`config.mk`:
```
export PLATFORM = sky130hd
export DESIGN_NAME = rr_arbiter_4
export DESIGN_NICKNAME = d
export VERILOG_FILES = /design/src/rtl/rr_arbiter_4.sv
export SDC_FILE = /design/constraint.sdc
export NUM_CORES = 1
export LEC_CHECK = 0
export CAP_MARGIN = 30
export CORE_AREA = 2 2 47 54
export DETAILED_ROUTE_END_ITERATION = 8
export DIE_AREA = 0 0 49 56
export HOLD_SLACK_MARGIN = 0.03
export PLACE_DENSITY_LB_ADDON = 0.12
export SYNTH_ARGS = -nofsm -noshare
export SYNTH_HDL_FRONTEND = slang
export SYNTH_SLANG_ARGS = --single-unit
```
`constraint.sdc`:
```
create_clock -name clk -period 2 [get_ports clk]
set_input_delay 0.4 -clock clk [delete_from_list [all_inputs] [get_ports clk]]
set_output_delay 0.4 -clock clk [all_outputs]
set_load 0.05 [all_outputs]
```
`src/rtl/rr_arbiter_4.sv`:
```
// rr_arbiter_4 -- four-requester round-robin arbiter.
//
// Shares one resource between four clients. In IDLE the request vector is
// scanned starting at the round-robin pointer (ptr, ptr+1, ptr+2, ptr+3 mod 4)
// and the first set bit wins. The winner keeps the grant until it drops its
// request. No other client can preempt it. After a release the pointer moves
// to the client just after the winner, and one IDLE cycle always separates
// two grants.
//
// Optional feature: define ARB_TIMEOUT_EN to compile in a hold timeout. A
// grant then lasts at most MAX_HOLD cycles. When it is revoked, timeout pulses
// for one cycle. Without the macro, timeout is tied to 0 and no counter exists.
//
// Parameters:
//   MAX_HOLD  maximum consecutive grant cycles with the timeout (1..2^CNT_W-1)
//   CNT_W     width of the hold counter
// Ports:
//   clk        system clock, rising edge
//   rst        synchronous active-high reset
//   req[3:0]   level requests, one per client
//   gnt[3:0]   registered one-hot grant, zero when nothing is granted
//   gnt_id     encoded index of the granted client, holds when gnt_valid=0
//   gnt_valid  high exactly when gnt is non-zero
//   timeout    one-cycle pulse when a grant is revoked by the hold timeout
module rr_arbiter_4 #(
    parameter int MAX_HOLD = 15,
    parameter int CNT_W    = 4
) (
    input  logic       clk,
    input  logic       rst,
    input  logic [3:0] req,
    output logic [3:0] gnt,
    output logic [1:0] gnt_id,
    output logic       gnt_valid,
    output logic       timeout
);

    if (MAX_HOLD < 1 || MAX_HOLD > (2 ** CNT_W) - 1) begin : g_bad_param
        $error("rr_arbiter_4: MAX_HOLD out of range for CNT_W");
    end

    typedef enum logic {
        IDLE = 1'b0,
        BUSY = 1'b1
    } state_t;

    state_t     state_q, state_d;
    logic [1:0] ptr_q, ptr_d;
    logic [3:0] gnt_q, gnt_d;
    logic [1:0] gnt_id_q, gnt_id_d;
    logic       vld_q, vld_d;
    logic [1:0] win;

`ifdef ARB_TIMEOUT_EN
    localparam logic [CNT_W-1:0] HOLD_LAST = CNT_W'(MAX_HOLD - 1);
    logic [CNT_W-1:0] cnt_q, cnt_d;
    logic             to_q, to_d;
`endif

    // Rotated priority encoder: walk from the lowest priority position down
    // to ptr so the last hit (the one closest to ptr) wins.
    always_comb begin
        win = ptr_q;
        for (int i = 3; i >= 0; i--) begin
            if (req[2'(i) + ptr_q]) begin
                win = 2'(i) + ptr_q;
            end
        end
    end

    always_comb begin
        state_d  = state_q;
        ptr_d    = ptr_q;
        gnt_d    = gnt_q;
        gnt_id_d = gnt_id_q;
        vld_d    = vld_q;
`ifdef ARB_TIMEOUT_EN
        cnt_d    = cnt_q;
        to_d     = 1'b0;
`endif
        case (state_q)
            IDLE: begin
                if (req != 4'b0000) begin
                    gnt_d    = 4'b0001 << win;
                    gnt_id_d = win;
                    vld_d    = 1'b1;
                    state_d  = BUSY;
`ifdef ARB_TIMEOUT_EN
                    cnt_d    = '0;
`endif
                end else begin
                    gnt_d = 4'b0000;
                    vld_d = 1'b0;
                end
            end
            BUSY: begin
                if (!req[gnt_id_q]) begin
                    gnt_d   = 4'b0000;
                    vld_d   = 1'b0;
                    ptr_d   = gnt_id_q + 2'd1;
                    state_d = IDLE;
                end else begin
`ifdef ARB_TIMEOUT_EN
                    if (cnt_q == HOLD_LAST) begin
                        // Revoke: behaves like a release plus the timeout pulse.
                        gnt_d   = 4'b0000;
                        vld_d   = 1'b0;
                        ptr_d   = gnt_id_q + 2'd1;
                        state_d = IDLE;
                        to_d    = 1'b1;
                    end else if (cnt_q != {CNT_W{1'b1}}) begin
                        cnt_d = cnt_q + 1'b1;
                    end
`endif
                end
            end
            default: state_d = IDLE;
        endcase
    end

    always_ff @(posedge clk) begin
        if (rst) begin
            state_q  <= IDLE;
            ptr_q    <= 2'd0;
            gnt_q    <= 4'b0000;
            gnt_id_q <= 2'd0;
            vld_q    <= 1'b0;
        end else begin
            state_q  <= state_d;
            ptr_q    <= ptr_d;
            gnt_q    <= gnt_d;
            gnt_id_q <= gnt_id_d;
            vld_q    <= vld_d;
        end
    end

`ifdef ARB_TIMEOUT_EN
    always_ff @(posedge clk) begin
        if (rst) begin
            cnt_q <= '0;
            to_q  <= 1'b0;
        end else begin
            cnt_q <= cnt_d;
            to_q  <= to_d;
        end
    end

    assign timeout = to_q;
`else
    assign timeout = 1'b0;
`endif

    assign gnt       = gnt_q;
    assign gnt_id    = gnt_id_q;
    assign gnt_valid = vld_q;

endmodule
```
==> flow_summary.toml <==
[outcome]
status = "finished clean"

[global_route]
gr-total-overflow = 0
grt_usage = 0.0939
grt_pass1_wl_mm = 1.96
antenna_found_initial = 0
grt_max_degree = 11
grt_pass1_vias = 463

[yosys]
synth_cell_types = 26
synth_warnings = 0
synth_seq_cells = 10
synth_area_sq_um = 532
synth_nets = 68
ys_seq_area_frac = 0.376
synthCells = 62
syn-mean-instance-area_sq_um = 8.58

[setup_path]
crit_path_top_delay_cell = "clkdlybuf4s50_1"
r2r-end = "gnt_valid"
startpoint = "gnt[3]"
crit_type = "flip-flop to output port"
crit_arrival_ns = 1.43
crit_buf_inv = 1
reg2reg_depth = 4
endpoint = "gnt[3]"
cp-end-kind = "output port"
critPathTopFamily = "buffers and inverters"
cp_max_fo = 2
critPathRequiredTime_ns = 1.60
max_stage_delay_ns = 0.81
startpoint_type = "flip-flop"
path_cells = "clkdlybuf4s50_1"
crit_cells = 1
r2r_start = "gnt_id[1]"
r2r_setup_slack_ns = 0.47

[final_layout]
insertedDiodeCount = 0
layout_common_cells = "nor2_1 (12), dfxtp_1 (10), clkdlybuf4s50_1 (10), a21oi_1 (8), nand2_1 (7)"
final_common_cell = "nor2_1"
final_cells = 108
nets = 85
syn_to_final_growth_pct = 35.5
fillCellCount = 249
drive_gt1_frac = 0.218
fin_area_sq_um = 721

[die]
num_rows = 18
die-area_sq_mm = 0.00274
die-width_microns = 49
start_util = 0.243
pin_count = 14
die_height_microns = 56
coreArea_sq_mm = 0.00218

[sta]
slew_viol_final = 0
hold_ws_ns = 0.451
final.setup_skew_ns = 0.000819
hold_viol_final = 0
period_needed_ns = 1.83
rsz0062_at_grt = "no"
layout_worst_path_cycle_share = 0.913
final-setup-viol-count = 0
max_freq_mhz = 548

[cts]
clk_pin_slew_worst_paths_ns = 0.07
clock-sinks = 10
cts_resized = 0
htreeDepth = 1
cts_buffers = 3
cts_tree = "done"
clk_latency_ns = 0.27
root_buffer = "clkbuf_4"
cts.hold.buffers_added = 0
post_cts_buffers = 0
cts_buffer_depth = 2

[hold_path]
hp-class = "flip-flop to flip-flop"
hold_depth = 2
worstHoldStart = "gnt[2]"

[place]
numPortBuffers = 12
hpwl_microns = 889
place.gp.congestion = 0.684
placed_cells = 104
placed_cell_area_sq_um = 684

[job]
drv_cap = 0

[power_and_ir_drop]
leakage_uw = 0.000264
powerDensity_mw_per_mm2 = 785
ir_drop_uv = 279

[route]
drtAntennaViolNets = 0
drt-initial-drc-count = 10
wl_mm = 1.14
avgRoutedWirePerCell_microns = 10.6
routed_via_density = 4.17
dr.pass1.iters = 4
drc = 0
dr_total_vias = 450
cell families (layout without fill, tap and decap cells):
| kind of cell | Yosys count | count (layout) | synth area share |
|---|---|---|---|
| AOI/OAI and AO/OA | 16 | 16 | 0.219 |
| xor gates and xnor gates | 1 | 1 | 0.0165 |
| buffers and inverters | 3 | 19 | 0.0423 |
| DFF | 10 | 10 | 0.376 |
| muxes | 1 | 1 | 0.0423 |
| other | 1 | 1 | 0.00705 |
| and+or+nand+nor | 30 | 30 | 0.296 |
synth_stat cells:
master / count / share of area
a21oi_2: 1 / 0.016
dfxtp_1: 10 / 0.38
mux4_2: 1 / 0.042
conb_1: 1 / 0.0071
buf_4: 1 / 0.014
and2_1: 1 / 0.012
a21oi_1: 8 / 0.075
xnor2_1: 1 / 0.016
a211oi_1: 1 / 0.014
o21ba_2: 1 / 0.019
o21ai_1: 1 / 0.0094
nor4_4: 1 / 0.040
a22oi_2: 1 / 0.024
or3_1: 1 / 0.012
o41ai_2: 1 / 0.031
nor2b_1: 3 / 0.035
o21a_2: 1 / 0.016
buf_1: 1 / 0.0071
nand2b_1: 2 / 0.024
nand2_1: 7 / 0.049
nor3_1: 1 / 0.0094
nand3b_1: 1 / 0.014
buf_6: 1 / 0.021
a21o_1: 1 / 0.014
nor2b_2: 1 / 0.016
nor2_1: 12 / 0.085
power by group:
| part | leakage (uW) | switching [uW] | internal (uW) |
|---|---|---|---|
| Combinational | 0.000161 | 87.4 | 63.0 |
| Clock | 0.0000210 | 75.8 | 111 |
| Sequential | 0.0000821 | 14.9 | 214 |
area by class of cell:
cell class                      count  area [sq um]  area share
Clock buffer                        4          36.3      0.0503
Multi-Input combinational cell     49           309       0.429
Sequential cell                    10           200       0.278
Tap cell                           30          37.5      0.0521
Timing Repair Buffer               15           138       0.191
state kept, by name, summed over array words and instances, names as in the netlist:
name       cells
ptr_q          2
state_q        1
gnt_valid      1
gnt            4
gnt_id         2
worst min path at each step:
stage                to
6_report         gnt[2]
5_1_grt          gnt[1]
4_1_cts          gnt[0]
3_5_place_dp     gnt[2]
3_3_place_gp     gnt[2]
2_1_floorplan  ptr_q[0]
stage by stage:
stage / power, uW / setup WS, ns / TNS [ns] / util
2_1_floorplan: 340 / 0.185 / 0 / -
3_3_place_gp: 386 / -0.0514 / -0.0902 / 0.313
3_5_place_dp: 386 / -0.0347 / -0.0907 / 0.313
4_1_cts: 574 / 0.162 / 0 / 0.330
5_1_grt: 595 / 0.132 / 0 / 0.330
6_report: 566 / 0.175 / 0 / 0.330
per-layer routing:
layer  up-vias  part of all wire  track usage
li1        240                 -            -
met1       198              0.49        0.111
met2        10              0.45        0.145
met3         2             0.038       0.0296
met4         0             0.018       0.0612
met5         -                 0            0
No activity file was read; power rests on OpenSTA's default activity.
